[config.mk]
export PLATFORM = sky130hd
export DESIGN_NAME = rtc_set_ctrl
export DESIGN_NICKNAME = d
export VERILOG_FILES = /design/src/rtl/rtc_set_ctrl.sv
export SDC_FILE = /design/constraint.sdc
export NUM_CORES = 1
export LEC_CHECK = 0
export BUFFER_PORTS_ARGS = -buffer_cell sky130_fd_sc_hd__buf_2
export CAP_MARGIN = 15
export CORE_UTILIZATION = 36
export DETAILED_ROUTE_END_ITERATION = 8
export GPL_ROUTABILITY_DRIVEN = 0
export GPL_TIMING_DRIVEN = 0
export PLACE_DENSITY = 0.63
export SLEW_MARGIN = 0
export SYNTH_ARGS = -nofsm -noshare
export SYNTH_HDL_FRONTEND = slang
export SYNTH_SLANG_ARGS = --single-unit
[constraint.sdc]
create_clock -name clk -period 3.7 [get_ports clk]
set_clock_uncertainty 0.1 [all_clocks]
set_input_delay 0.74 -clock clk [delete_from_list [all_inputs] [get_ports clk]]
set_output_delay 0.74 -clock clk [all_outputs]
set_load 0.05 [all_outputs]
[src/rtl/rtc_set_ctrl.sv]
// Time-set controller for the HH:MM:SS counters: freezes counting, edits a shadow
// copy field by field via mode/up/down buttons with auto-repeat, then loads it back.
module rtc_set_ctrl #(
   parameter int TICKS_REPEAT_DLY  = 500,
   parameter int TICKS_REPEAT_RATE = 100,
   parameter int TICKS_BLINK_HALF  = 250,
   parameter int TIMEOUT_S         = 30
) (
   input  logic       clk,
   input  logic       rst,
   input  logic       tick_1khz,
   input  logic       tick_1hz,
   input  logic       btn_mode,
   input  logic       btn_up,
   input  logic       btn_dn,
   input  logic [1:0] cur_hr1,
   input  logic [3:0] cur_hr0,
   input  logic [2:0] cur_min1,
   input  logic [3:0] cur_min0,
   input  logic [2:0] cur_sec1,
   input  logic [3:0] cur_sec0,
   output logic       run_en,
   output logic       load,
   output logic [1:0] set_hr1,
   output logic [3:0] set_hr0,
   output logic [2:0] set_min1,
   output logic [3:0] set_min0,
   output logic [2:0] set_sec1,
   output logic [3:0] set_sec0,
   output logic       disp_sel,
   output logic [5:0] blink_mask
);
   // state   | meaning
   // RUN     | counters run, live time displayed
   // SET_HR  | counters frozen, editing shadow hours
   // SET_MIN | counters frozen, editing shadow minutes
   // SET_SEC | counters frozen, editing shadow seconds
   // COMMIT  | one-cycle parallel load of the shadow into the counters
   typedef enum logic [2:0] {RUN, SET_HR, SET_MIN, SET_SEC, COMMIT} state_t;

   localparam int HW = $clog2(TICKS_REPEAT_DLY + 1);
   localparam int BW = $clog2(TICKS_BLINK_HALF + 1);
   localparam int IW = $clog2(TIMEOUT_S + 1);

   state_t        state;
   logic          mode_q, up_q, dn_q;
   logic [HW-1:0] hold_cnt;
   logic [BW-1:0] blink_cnt;
   logic [IW-1:0] idle_cnt;
   logic          blink_ph;

   logic          mode_press, up_press, dn_press, any_press;
   logic          in_set, one_held, rpt_hit, step_up, step_dn, do_step, idle_hit;
   logic [2:0]    f_t, max_t;
   logic [3:0]    f_u, max_u;
   logic [6:0]    step_val;
   logic [5:0]    sel_mask;

   // Field step on a {tens,units} BCD pair with inclusive maximum {mt,mu}.
   function automatic logic [6:0] bcd_step(input logic [2:0] t, input logic [3:0] u,
                                           input logic [2:0] mt, input logic [3:0] mu,
                                           input logic up);
      logic [6:0] r;
      if (up) begin
         if (t > mt || (t == mt && u >= mu)) r = 7'd0;
         else if (u >= 4'd9)                 r = {t + 3'd1, 4'd0};
         else                                r = {t, u + 4'd1};
      end else begin
         if ((t == 3'd0 && u == 4'd0) || t > mt || (t == mt && u > mu)) r = {mt, mu};
         else if (u == 4'd0)                                             r = {t - 3'd1, 4'd9};
         else if (u > 4'd9)                                              r = {t, 4'd9};
         else                                                            r = {t, u - 4'd1};
      end
      return r;
   endfunction

   always_ff @(posedge clk or posedge rst) begin
      if (rst) begin
         mode_q <= 1'b0;
         up_q   <= 1'b0;
         dn_q   <= 1'b0;
      end else begin
         mode_q <= btn_mode;
         up_q   <= btn_up;
         dn_q   <= btn_dn;
      end
   end

   assign mode_press = btn_mode & ~mode_q;
   assign up_press   = btn_up & ~up_q;
   assign dn_press   = btn_dn & ~dn_q;
   assign any_press  = up_press | dn_press;
   assign in_set     = (state == SET_HR) || (state == SET_MIN) || (state == SET_SEC);
   assign one_held   = btn_up ^ btn_dn;
   assign rpt_hit    = in_set & tick_1khz & one_held & ~any_press &
                       (hold_cnt == HW'(TICKS_REPEAT_DLY - 1));
   // Holding the opposite button vetoes both the immediate step and repeats.
   assign step_up    = in_set & ~btn_dn & (up_press | (rpt_hit & btn_up));
   assign step_dn    = in_set & ~btn_up & (dn_press | (rpt_hit & btn_dn));
   assign do_step    = (step_up | step_dn) & ~mode_press;
   assign idle_hit   = in_set & tick_1hz & ~any_press & (idle_cnt == IW'(TIMEOUT_S - 1));

   always_comb begin
      f_t      = 3'd0;
      f_u      = 4'd0;
      max_t    = 3'd0;
      max_u    = 4'd0;
      sel_mask = 6'b000000;
      case (state)
         SET_HR:  begin f_t = {1'b0, set_hr1}; f_u = set_hr0;  max_t = 3'd2; max_u = 4'd3; sel_mask = 6'b110000; end
         SET_MIN: begin f_t = set_min1;        f_u = set_min0; max_t = 3'd5; max_u = 4'd9; sel_mask = 6'b001100; end
         SET_SEC: begin f_t = set_sec1;        f_u = set_sec0; max_t = 3'd5; max_u = 4'd9; sel_mask = 6'b000011; end
         default: ;
      endcase
      step_val = bcd_step(f_t, f_u, max_t, max_u, step_up);
   end

   // Hold counter reloads to DLY-RATE after each repeat so later repeats land every RATE ticks.
   always_ff @(posedge clk or posedge rst) begin
      if (rst)
         hold_cnt <= '0;
      else if (!in_set || !one_held || any_press)
         hold_cnt <= '0;
      else if (tick_1khz)
         hold_cnt <= (hold_cnt == HW'(TICKS_REPEAT_DLY - 1)) ?
                     HW'(TICKS_REPEAT_DLY - TICKS_REPEAT_RATE) : hold_cnt + HW'(1);
   end

   always_ff @(posedge clk or posedge rst) begin
      if (rst) begin
         state      <= RUN;
         run_en     <= 1'b1;
         load       <= 1'b0;
         disp_sel   <= 1'b0;
         blink_mask <= 6'b000000;
         set_hr1    <= '0;
         set_hr0    <= '0;
         set_min1   <= '0;
         set_min0   <= '0;
         set_sec1   <= '0;
         set_sec0   <= '0;
         blink_cnt  <= '0;
         blink_ph   <= 1'b0;
         idle_cnt   <= '0;
      end else begin
         load <= 1'b0;
         case (state)
            RUN: begin
               run_en     <= 1'b1;
               disp_sel   <= 1'b0;
               blink_mask <= 6'b000000;
               blink_cnt  <= '0;
               blink_ph   <= 1'b0;
               idle_cnt   <= '0;
               if (mode_press) begin
                  set_hr1  <= cur_hr1;
                  set_hr0  <= cur_hr0;
                  set_min1 <= cur_min1;
                  set_min0 <= cur_min0;
                  set_sec1 <= cur_sec1;
                  set_sec0 <= cur_sec0;
                  state    <= SET_HR;
                  run_en   <= 1'b0;
                  disp_sel <= 1'b1;
               end
            end
            SET_HR, SET_MIN, SET_SEC: begin
               if (mode_press) begin
                  blink_cnt  <= '0;
                  blink_ph   <= 1'b0;
                  blink_mask <= 6'b000000;
                  idle_cnt   <= '0;
                  case (state)
                     SET_HR:  state <= SET_MIN;
                     SET_MIN: state <= SET_SEC;
                     default: begin state <= COMMIT; load <= 1'b1; end
                  endcase
               end else if (do_step) begin
                  case (state)
                     SET_HR:  begin set_hr1  <= step_val[5:4]; set_hr0  <= step_val[3:0]; end
                     SET_MIN: begin set_min1 <= step_val[6:4]; set_min0 <= step_val[3:0]; end
                     default: begin set_sec1 <= step_val[6:4]; set_sec0 <= step_val[3:0]; end
                  endcase
                  blink_cnt  <= '0;
                  blink_ph   <= 1'b0;
                  blink_mask <= 6'b000000;
                  idle_cnt   <= '0;
               end else if (idle_hit) begin
                  state      <= RUN;
                  run_en     <= 1'b1;
                  disp_sel   <= 1'b0;
                  blink_mask <= 6'b000000;
                  blink_cnt  <= '0;
                  blink_ph   <= 1'b0;
                  idle_cnt   <= '0;
               end else begin
                  if (any_press)     idle_cnt <= '0;
                  else if (tick_1hz) idle_cnt <= idle_cnt + IW'(1);
                  if (tick_1khz) begin
                     if (blink_cnt == BW'(TICKS_BLINK_HALF - 1)) begin
                        blink_cnt  <= '0;
                        blink_ph   <= ~blink_ph;
                        blink_mask <= blink_ph ? 6'b000000 : sel_mask;
                     end else begin
                        blink_cnt <= blink_cnt + BW'(1);
                     end
                  end
               end
            end
            COMMIT: begin
               run_en   <= 1'b1;
               disp_sel <= 1'b0;
               state    <= RUN;
            end
            default: begin
               state    <= RUN;
               run_en   <= 1'b1;
               disp_sel <= 1'b0;
            end
         endcase
      end
   end
endmodule

Word-level counts from Yosys, hierarchy flattened
Cells that the tools add are included.
{"block": "totals", "ff_bits": 58, "inputBits": 27, "elab_cells": 196}
{"block": "op_classes", "add_sub_neg": 7, "magnitude_cmp": 5, "n_mux": 88, "n_reduce_logical": 28, "n_eq_ne": 20, "bitwise_logic": 30}
{"operator": "$mux 4", "n": 13}
{"operator": "$mux 8", "n": 5}
{"operator": "$mux 3", "n": 12}
{"operator": "$mux 6", "n": 6}
{"operator": "$mux 7", "n": 5}
{"operator": "$pmux 4 s2", "n": 4}
{"operator": "$pmux 3 s2", "n": 5}
{"operator": "$mux 9", "n": 3}
{"operator": "$mux 5", "n": 5}
{"operator": "$pmux 6 s3", "n": 1}
{"operator": "$and 1x1->1", "n": 17}
{"operator": "$mux 1", "n": 16}
{"operator": "$ne 2x2->1 const B", "n": 8}
{"operator": "$pmux 8 s2", "n": 1}
{"operator": "$reduce_and 5->1", "n": 3}
{"operator": "$pmux 4 s3", "n": 1}
{"operator": "$pmux 6 s2", "n": 1}
{"operator": "$ne 5x5->1 const B", "n": 2}
{"operator": "$pmux 5 s2", "n": 1}
{"operator": "$add 9x1->9 const B", "n": 1}
{"operator": "$eq 9x9->1 const B", "n": 1}
{"operator": "$pmux 3 s3", "n": 1}
{"operator": "$reduce_and 3->1", "n": 3}
{"operator": "$add 8x1->8 const B", "n": 1}
{"operator": "32 further kinds", "n": 62}

Depth between registers and ports, before layout
Gate-level depths: netlist (run 1).
{"block": "depth", "ltp_word": 15, "depth_mapped": 14, "mapped_depth_nobuf": 12}

Worst setup path after synthesis (run 1)
No wires, ideal clock.
{"block": "synth_path", "path_type": "register to register", "start": "register state[1]", "end": "register set_min0[0]", "t_arrival_ns": 3.098, "n_path_buf": 3, "synth_period_minus_slack_ns": 3.264, "slack_ns": 0.436, "stages_incl_launch_ff": 14, "t_required_ns": 3.534, "path_cell_list": "dfrtp_1 -> buf_6 -> buf_2 -> mux2_1 -> a22oi_1 -> or2_1 -> clkbuf_1 -> ha_1 -> a2111oi_0 -> nor2_1 -> or3_1 -> or3_1 -> a22oi_2 -> o22a_1"}
{"block": "synth_via", "elab_chain_cells": 15, "word_cells_on_any_way": 58}
{"element": "from (decl)", "line": "45", "source": "state_t state;"}
{"element": "from (signal assigned)", "line": "131", "source": "state <= RUN;"}
{"element": "from (signal assigned)", "line": "162", "source": "state <= SET_HR;"}
{"element": "from (signal assigned)", "line": "174", "source": "SET_HR: state <= SET_MIN;"}
{"element": "parallel branches: the longest is 15 deep, another holds $sub 4x1->4"}
{"element": "to (signal assigned)", "line": "159", "source": "set_min0 <= cur_min0;"}
{"element": "to (signal assigned)", "line": "181", "source": "SET_MIN: begin set_min1 <= step_val[6:4]; set_min0 <= step_val[3:0]; end"}
{"element": "to (decl)", "line": "27", "source": "output logic [3:0] set_min0,"}
Parallel ways; which one is timed is not known. The select of a mux whose other input is x is not followed.
A chain may end at the register's enable or synchronous reset.

Worst setup path in the final report (run 1)
Ends and elaborated chain as after synthesis.

==> impl_metrics.yaml, run 1 <==
synth:
  synth_nets: 460
  synth_cells: 417
  synth.most_common_cell: "nand2_1"
  synthFlopType: "dfrtp_1"
  synth_area_leaders: "dfrtp_1, nand2_1, ha_1"
  synthMuxAreaShare: 0.0225
  synth_top_area_share: 0.363
  synth_cell_type_count: 71
  synth_fa_ha_area_frac: 0.0537
  synthArstFlopShare: 1.00
  synth_xor_area_frac: 0.0235
  synth_edf_count: 0
  synth_compound_area_frac: 0.236
  ys.warnings.count: 0
  synth-seq-cells: 55
  synth_commonest_cells: "nand2_1, dfrtp_1, nor2_1"
  yosysSeqAreaShare: 0.370
  syn_area_per_cell_um2: 8.94
  netlist_area_um2: 3730
  synth_top_family_by_area: "simple AND/OR/NAND/NOR gates"
  yosysTopAreaCell: "dfrtp_1"
  yosys.area_share.simple: 0.244
floorplan:
  die_y_um: 104
  io_pins: 56
  start_util: 0.376
  rows: 36
  die-area_um2: 10800
  dieWidth_um: 104
  fp.coreArea_um2: 9910
grt:
  antenna_found_initial: 0
  grt_pass1_wl_um: 15900
  grt_max_degree: 41
  track_usage: 0.179
  grt_pass1_vias: 3143
  grt-ovfl-total: 0
cells_and_area:
  utilization: 0.432
  multi_input_area_um2: 2170
  final_area_um2: 4280
  final_nets: 520
  instances_no_fill: 610
  layout-drive-gt1-share: 0.218
  fillers: 1002
  synthToLayoutAreaGrowth_pct: 14.9
  seq_area_um2: 1380
  antenna_cells: 0
sta:
  drv_slew: 0
  period_share: 0.949
  setup_violations: 0
  fin_tns_setup_ns: 0
  slew_headroom: 0.607
  rsz0062_at_grt: "no"
  period_needed_ns: 3.51
  hold_violations: 0
  max_freq_ghz: 0.285
  tightest_slew_ns: 0.589
clock_tree:
  cts_tree: "yes"
  htree_levels: 2
  cts_buffer_depth: 2
  ctsHoldBuffers: 0
  clk_latency_ns: 0.32
  cts.sinks: 55
  cts_buffers: 5
  clk_pin_slew_ns: 0.10
  cts_root_buffer: "clkbuf_8"
pwr:
  p_clk_frac: 0.092
  p_sw_uw: 2120
  p_total_uw: 3930
  p_seq_frac: 0.236
  power_density_nw_per_um2: 917
  cellInternalPower_uw: 1810
  peakVddDrop_mv: 0.459
  combPwrFrac: 0.672
  switching_share: 0.539
  leakage_uw: 0.00188
worst_setup_path:
  required_ns: 3.86
  cp_common_cell: "or3_1"
  slowest_delay_ns: 0.40
  cp_data_arrival_time_ns: 3.67
  critPathSlowestCell: "or3_1"
  path_max_fanout: 19
  crit_chain: "buf_6 -> mux2_2 -> nand2_1 -> a21o_1 -> inv_1 -> ha_1 -> nor2b_1 -> a2111oi_0 -> nor2_1 -> or3_1 -> or3_1 -> a22oi_2 -> o22a_1"
  endpoint_kind: "flip-flop"
  start_kind: "flip-flop"
  worstSetupPathType: "reg -> reg"
run_status:
  status: "complete, no violations"
place:
  postPlaceCellArea_um2: 4180
  placed_cells: 605
  port_buffers: 54
  post-dp-hpwl_um: 7030
job:
  timing.max_cap.violations: 0
detailed_routing:
  viasPerCell: 5.45
  num_vias: 3326
  drt_iter0_markers: 181
  ant_nets: 0
  drc: 0
  post_drt_wl_per_cell_um: 15.2
  firstDrtPassIters: 4
  finalWirelength_um: 9250
hold_path:
  min_path_type: "in -> async"
[worst paths after layout]
path | startpoint | to | slack (ns) | depth (start not counted)
max | state[1] | set_min0[0] | 0.19 | 13
min | rst | hold_cnt[1] | 0.27 | 2
max reg2reg | state[1] | set_min0[0] | 0.19 | 13
min reg2reg | run_en | run_en | 0.38 | 2
max in group asynchronous | rst | run_en | 2.64 | 3
min in group clk | run_en | run_en | 0.38 | 2
[repair_timing]
item / in CTS / in global routing
setup endpoints to repair: 3 / 10
buffers inserted: 0 / 0
hold endpoints to repair: 0 / 0
resized for setup: 0 / 6
[logic make-up (layout without fill, tap and decap cells)]
kind of cell	count (synthesis)	count (layout)
adders and majority gates	16	16
AOI/OAI and AO/OA	113	113
and+or+nand+nor	179	179
buffers and inverters	36	96
muxes	8	8
xor gates and xnor gates	10	10
DFF	55	55
[cell usage in the layout (no fill, tap or decap), types with 5 or more instances in the layout]
master    Yosys  routed
and3_1        5       5
and2b_1       5       5
or3_1         7       7
nand3_1      14      14
o21ai_0      18      18
ha_1         16      16
inv_1        14      13
o21ai_1       8       8
nand4_1       5       5
nor3_1       12      12
nand2_1      56      56
nor2_1       46      46
mux2i_1       5       5
xor2_1        5       5
dfrtp_1      54      53
a31oi_1       7       7
o31ai_1       5       5
a21oi_1      17      17
o21a_1        6       6
o22a_1       11      11
nand2b_1      7       7
xnor2_1       5       5
buf_4         5       5
clkbuf_8      0       6
buf_2         5      57
[power by group through the flow]
stage	Combinational [uW]	Sequential (uW)	Clock, uW
final	2640	925	362
after global routing	2860	946	399
after CTS	2580	922	371
after detailed placement	2570	935	0
after global placement	2540	923	0
after floorplan	1550	1350	0
[layout make-up]
type | instances | share of cell area
buffer | 18 | 0.0292
inverter | 16 | 0.0140
clock inverter | 1 | 0.00204
timing repair buffer | 55 | 0.0678
multi-input combinational | 326 | 0.507
tap | 133 | 0.0389
sequential | 55 | 0.322
clock buffer | 6 | 0.0193
[sequential cells by signal, indices dropped and copies added (netlist names), 2 cells and up]
name	flops
blink_mask	3
hold_cnt	9
set_min0	4
blink_cnt	8
set_sec0	4
state	3
set_hr0	4
set_hr1	2
set_min1	3
idle_cnt	5
set_sec1	3
[stage by stage]
stage               worst slack (ns)  hold WS (ns)
CTS                            0.152         0.277
global placement             -0.0195         0.361
global route                 0.00977         0.278
detailed placement           -0.0274         0.365
floorplan                      0.436         0.346
finish                         0.188         0.271
[routing by layer]
| metal | vias up | part of all wire | GRT usage |
|---|---|---|---|
| met5 | - | 0 | 0 |
| li1 | 1629 | - | - |
| met1 | 1598 | 0.49 | 0.254 |
| met4 | 0 | 0.015 | 0.0510 |
| met2 | 90 | 0.45 | 0.285 |
| met3 | 9 | 0.038 | 0.0245 |
[critical path: cells and delay by family (launching register included)]
family | cells | cell delay [ns]
adder cells (fa/ha/maj) | 1 | 0.31
AO/OA/AOI/OAI | 4 | 0.95
multiplexers | 1 | 0.35
buffers and inverters | 2 | 0.29
AND/OR/NAND/NOR | 5 | 1.11
flip-flops | 1 | 0.35
Note: power is estimated with default switching activity, not from simulation.
==> inputs of run 2 (changes only) <==
--- a/config.mk
+++ b/config.mk
@@ -5,13 +5,15 @@
 export SDC_FILE = /design/constraint.sdc
 export NUM_CORES = 1
 export LEC_CHECK = 0
+export ABC_AREA = 1
 export BUFFER_PORTS_ARGS = -buffer_cell sky130_fd_sc_hd__buf_2
 export CAP_MARGIN = 15
-export CORE_UTILIZATION = 36
+export CORE_UTILIZATION = 35
 export DETAILED_ROUTE_END_ITERATION = 8
 export GPL_ROUTABILITY_DRIVEN = 0
 export GPL_TIMING_DRIVEN = 0
-export PLACE_DENSITY = 0.63
+export HOLD_SLACK_MARGIN = 0.1
+export PLACE_DENSITY = 0.61
 export SLEW_MARGIN = 0
 export SYNTH_ARGS = -nofsm -noshare
 export SYNTH_HDL_FRONTEND = slang
==> run 2 against run 1 <==
Setup slack better by 0.38 ns. Routed wire length up 11%. Count of clock-buffer cells in the layout up 2. Maximum frequency up 12%.
==> impl_metrics.yaml, run 2 <==
run_status:
  status: "complete, no violations"
clock_tree:
  cts_buffer_depth: 2
  cts_root_buffer: "clkbuf_8"
  htree_levels: 2
  cts_tree: "yes"
  clk_latency_ns: 0.32
  clk_pin_slew_ns: 0.10
  cts_setup_buffers: 0
  cts_buffers: 5
  cts.sinks: 55
  ctsHoldBuffers: 0
  cts_resized: 0
worst_setup_path:
  path_max_fanout: 10
  required_ns: 3.80
  reg2reg_depth: 15
  r2r_setup_slack_ns: 0.57
  endpoint_kind: "flip-flop"
  start_kind: "flip-flop"
  cp-startpoint: "state[0]"
  cp_data_arrival_time_ns: 3.23
  worstSetupPathType: "reg -> reg"
  critPathCapture: "set_hr1[0]"
  rr_startpoint: "state[0]"
  reg2reg_to: "set_hr1[0]"
sta:
  period_needed_ns: 3.13
  max_freq_ghz: 0.319
  setup_violations: 0
  timing.final.ws_setup_ns: 0.569
  hold_violations: 0
  tightest_slew_ns: 0.621
  period_share: 0.846
  fin_tns_setup_ns: 0
  drv_slew: 0
  slew_headroom: 0.586
  rsz0062_at_grt: "no"
cells_and_area:
  top_register: "hold_cnt"
  antenna_cells: 0
  final_nets: 673
  layout-drive-gt1-share: 0.173
  reg.largest.list: "hold_cnt: 9 flops, blink_cnt: 8 flops, idle_cnt: 5 flops"
  final_common_cell: "nand2_1"
  synthToLayoutAreaGrowth_pct: 14.5
  layout_common_cells: "nand2_1, inv_1, buf_2"
  utilization: 0.413
  largest_reg_flops: 9
synth:
  synth_xor_area_frac: 0.0290
  synth.most_common_cell: "nand2_1"
  synth_edf_count: 0
  synthFlopType: "dfrtp_1"
  yosys.area_share.simple: 0.371
  synth_cell_type_count: 38
  synth_commonest_cells: "nand2_1, inv_1, dfrtp_1"
  synthMuxAreaShare: 0
  synth_compound_area_frac: 0.0839
  synth-seq-cells: 55
  ys.warnings.count: 0
  synth_top_family_by_area: "simple AND/OR/NAND/NOR gates"
  yosysTopAreaCell: "dfrtp_1"
  netlist_area_um2: 3920
  synth_top_area_share: 0.344
  synth_cells: 567
  synth_nets: 610
  synth_fa_ha_area_frac: 0.0510
  synth_area_leaders: "dfrtp_1, nand2_1, inv_1"
  syn_area_per_cell_um2: 6.92
  yosysSeqAreaShare: 0.351
  synthArstFlopShare: 1.00
grt:
  grt_max_degree: 39
  antenna_found_initial: 0
  grt_pass1_wl_um: 16900
  use_met1: 0.226
  track_usage: 0.187
  grt-ovfl-total: 0
  met2_usage: 0.330
  grt_busiest_layer: "met2"
  use_met3: 0.0321
  grt_pass1_vias: 3562
detailed_routing:
  ant_nets: 0
  post_drt_wl_per_cell_um: 13.3
  viasPerCell: 4.93
  drc: 0
  finalWirelength_um: 10300
  drt_iter0_markers: 229
  firstDrtPassIters: 5
  num_vias: 3804
floorplan:
  fp.coreArea_um2: 10900
  rows: 38
  die-area_um2: 11600
  io_pins: 56
  start_util: 0.360
  dieWidth_um: 108
  die_y_um: 108
pwr:
  p_clk_frac: 0.088
  cellInternalPower_uw: 1830
  power_density_nw_per_um2: 947
  peakVddDrop_mv: 0.365
  p_sw_uw: 2430
  switching_share: 0.571
  combPwrFrac: 0.698
  leakage_uw: 0.00252
  p_total_uw: 4260
  p_seq_frac: 0.214
job:
  timing.max_cap.violations: 0
place:
  port_buffers: 55
  post-dp-hpwl_um: 7960
  pre_cts_ws_ns: 0.592
hold_path:
  min_path_type: "in -> async"
run 2: cell count changes after synthesis, sizes merged, moves of 11 or more:
cell | before | now
nand2 | 56 | 174
nand4 | 6 | 21
o22a | 11 | 0
nand3 | 14 | 51
inv | 16 | 95
run 2: cell families after synthesis:
group | count (synthesis)
XOR/XNOR | 13
AND/OR/NAND/NOR | 319
flip-flops | 55
buffers and inverters | 108
adder cells (fa/ha/maj) | 16
AO/OA/AOI/OAI | 56
run 2: worst min path at each step:
stage / to / depth (start not counted)
2_1_floorplan: blink_ph / 2
3_3_place_gp: blink_ph / 2
3_5_place_dp: disp_sel / 1
4_1_cts: hold_cnt[4] / 2
5_1_grt: hold_cnt[4] / 2
6_report: hold_cnt[4] / 2
run 2: layout make-up:
type	instances	area, um^2
fill	1164	6390
multi-input combinational	404	2100
sequential	55	1380
inverter	95	357
timing repair buffer	56	295
tap	140	175
clock buffer	8	100
buffer	13	92.6
run 2: power groups by stage:
stage	Combinational, uW	Sequential (uW)	Clock [uW]
after floorplan	1860	1330	0
after global placement	2920	923	0
after detailed placement	2970	927	0
after CTS	2980	914	385
after global routing	3340	934	409
final	2970	911	374
run 2: worst max-delay path, cell delays in order, from the launching register on:
cell	delay [ns]
dfrtp_1	0.39
buf_4	0.19
nor2_4	0.20
nand2_1	0.22
o221ai_1	0.47
ha_1	0.34
nand2_1	0.06
o21ai_0	0.07
nand2_1	0.16
nand2_1	0.09
inv_2	0.07
nand2_2	0.08
nand2_1	0.10
o21ai_1	0.08
o21ai_1	0.27
a21boi_1	0.11
run 2: stage by stage:
step	cells	instance area, um^2	hold WS (ns)
after floorplan	567	3920	0.357
after global placement	762	4370	0.376
after detailed placement	763	4390	0.374
after CTS	771	4490	0.303
after global routing	771	4490	0.307
final	771	4490	0.290
run 2: metal layers:
metal | vias up | share of wire
li1 | 1929 | -
met1 | 1785 | 0.43
met5 | - | 0
met3 | 18 | 0.034
met4 | 0 | 0.027
met2 | 72 | 0.51
==> inputs of run 3 (changes only) <==
--- a/config.mk
+++ b/config.mk
@@ -13,7 +13,7 @@
 export GPL_ROUTABILITY_DRIVEN = 0
 export GPL_TIMING_DRIVEN = 0
 export HOLD_SLACK_MARGIN = 0.1
-export PLACE_DENSITY = 0.61
+export PLACE_DENSITY = 0.63
 export SLEW_MARGIN = 0
 export SYNTH_ARGS = -nofsm -noshare
 export SYNTH_HDL_FRONTEND = slang
==> constraint.sdc (replaced) <==
create_clock -name clk -period 2.8 [get_ports clk]
set_clock_uncertainty 0.1 [all_clocks]
set_input_delay 0.56 -clock clk [delete_from_list [all_inputs] [get_ports clk]]
set_output_delay 0.56 -clock clk [all_outputs]
set_load 0.05 [all_outputs]
==> run 3 against run 2 <==
Via count grew 3.2%. Worst hold slack lost 0.11 ns. Largest power group unchanged. Combinational power grew 56%. Critical endpoint is now set_hr1[1].
==> impl_metrics.yaml, run 3 (synthesis gave the netlist of run 2 again) <==
clock_tree:
  htree_levels: 2
  clk_latency_ns: 0.33
  cts_root_buffer: "clkbuf_8"
  cts_buffer_depth: 2
  cts.sinks: 55
  clk_pin_slew_ns: 0.10
  cts_tree: "yes"
  cts_buffers: 5
  ctsHoldBuffers: 0
pwr:
  p_sw_uw: 3560
  cellInternalPower_uw: 2760
  leakage_uw: 0.00266
  peakVddDrop_mv: 0.657
  p_clk_frac: 0.075
  power_density_nw_per_um2: 1310
  p_seq_frac: 0.192
  p_total_uw: 6320
  switching_share: 0.563
  combPwrFrac: 0.733
floorplan:
  io_pins: 56
  die-area_um2: 11600
  rows: 38
  dieWidth_um: 108
  die_y_um: 108
  start_util: 0.360
  fp.coreArea_um2: 10900
sta:
  period_needed_ns: 2.67
  slew_headroom: 0.554
  drv_slew: 0
  hold_violations: 0
  tightest_slew_ns: 0.669
  setup_violations: 0
  max_freq_ghz: 0.374
  period_share: 0.955
job:
  timing.max_cap.violations: 0
cells_and_area:
  layout_common_cells: "nand2_1, inv_1, buf_2"
  synthToLayoutAreaGrowth_pct: 22.8
  utilization: 0.443
  largest_reg_flops: 9
  instances_no_fill: 793
  top_register: "hold_cnt"
  layout-drive-gt1-share: 0.243
  final_common_cell: "nand2_1"
  reg.largest.list: "hold_cnt: 9 flops, blink_cnt: 8 flops, idle_cnt: 5 flops"
  antenna_cells: 0
  final_nets: 696
  final_area_um2: 4820
grt:
  grt_pass1_vias: 3615
  grt_pass1_wl_um: 17600
  grt-ovfl-total: 0
  track_usage: 0.192
  grt_max_degree: 34
  antenna_found_initial: 0
worst_setup_path:
  required_ns: 2.96
  cp-startpoint: "state[2]"
  critPathTopFamily: "simple AND/OR/NAND/NOR gates"
  endpoint_kind: "flip-flop"
  path_max_fanout: 5
  critPathSlowestCell: "dfrtp_2"
  cp_common_cell: "nand2_1"
  path_buf_inv: 4
  rr_startpoint: "state[2]"
  slowest_delay_ns: 0.44
  start_kind: "flip-flop"
  cp_data_arrival_time_ns: 2.84
  crit_chain: "buf_4 -> nor2_4 -> buf_6 -> nand3_1 -> nand2_1 -> nor2_4 -> buf_4 -> ha_1 -> inv_1 -> nand3_2 -> nand2_2 -> nand2_1 -> nand2_1 -> nand3_1 -> a21oi_1 -> nand2_2 -> nand2_1 -> nand2_1 -> nand2_1"
  worstSetupPathType: "reg -> reg"
detailed_routing:
  drc: 0
  finalWirelength_um: 10800
  num_vias: 3925
  firstDrtPassIters: 5
  post_drt_wl_per_cell_um: 13.6
  drt_iter0_markers: 150
  ant_nets: 0
  viasPerCell: 4.95
place:
  port_buffers: 55
  post-dp-hpwl_um: 7970
  postPlaceCellArea_um2: 4390
  placed_cells: 763
run_status:
  status: "complete, no violations"
hold_path:
  min_path_type: "in -> async"
-- run 3: cell count changes in the layout (fill, tap and decap cells not counted), sizes merged --
cell | previous run | this run
buf | 66 | 89
clkinv | 0 | 1
clkbuf | 11 | 9
-- run 3: final timing paths --
| check | endpoint | slack (ns) | cells after the start |
|---|---|---|---|
| min in group clk | mode_q | 0.25 | 1 |
| worst max register to register | set_hr1[1] | 0.13 | 19 |
| worst min register to register | disp_sel | 0.39 | 1 |
| worst max-delay path | set_hr1[1] | 0.13 | 19 |
| worst min-delay path | set_sec0[0] | 0.18 | 2 |
| max in group asynchronous | state[2] | 1.85 | 3 |
-- run 3: cell type report --
class	instances	area, um^2
Buffer	13	103
Inverter	95	359
Timing Repair Buffer	79	472
Fill cell	1092	6070
Multi-Input combinational cell	404	2240
Clock buffer	6	82.6
Sequential cell	55	1380
Tap cell	140	175
Clock inverter	1	5.00
-- run 3: metal layers --
layer / wire (um) / GRT usage / up-vias
met5: 0 / 0 / -
met4: 359 / 0.0714 / 0
met3: 349 / 0.0224 / 24
met2: 5310 / 0.334 / 92
met1: 4780 / 0.244 / 1837
li1: - / - / 1972
-- run 3: worst reg2reg max path, delay by kind of cell (launching register included) --
family | cells | cell delay (ns)
buffers and inverters | 4 | 0.51
AO/OA/AOI/OAI | 1 | 0.17
flip-flops | 1 | 0.44
AND/OR/NAND/NOR | 13 | 1.22
adder cells (fa/ha/maj) | 1 | 0.18
-- run 3: what timing repair did --
action | CTS | global route
pin swaps | 1 | 11
endpoints found under the setup margin | 20 | 20
gates resized for setup | 10 | 32
buffers inserted | 1 | 22
-- run 3: metrics by stage --
stage / hold slack, ns / worst slack, ns / TNS [ns]
floorplan: 0.357 / 0.300 / 0
global placement: 0.377 / -0.286 / -4.70
detailed placement: 0.381 / -0.331 / -4.14
CTS: 0.192 / 0.00717 / 0
global route: 0.217 / -0.0444 / -0.173
finish: 0.176 / 0.127 / 0
-- run 3: power by group through the flow --
stage	Combinational (uW)	Clock [uW]	Sequential [uW]
finish	4630	473	1220
CTS	4020	483	1210
global route	5060	509	1240
detailed placement	3920	0	1220
floorplan	2460	0	1750
global placement	3870	0	1220
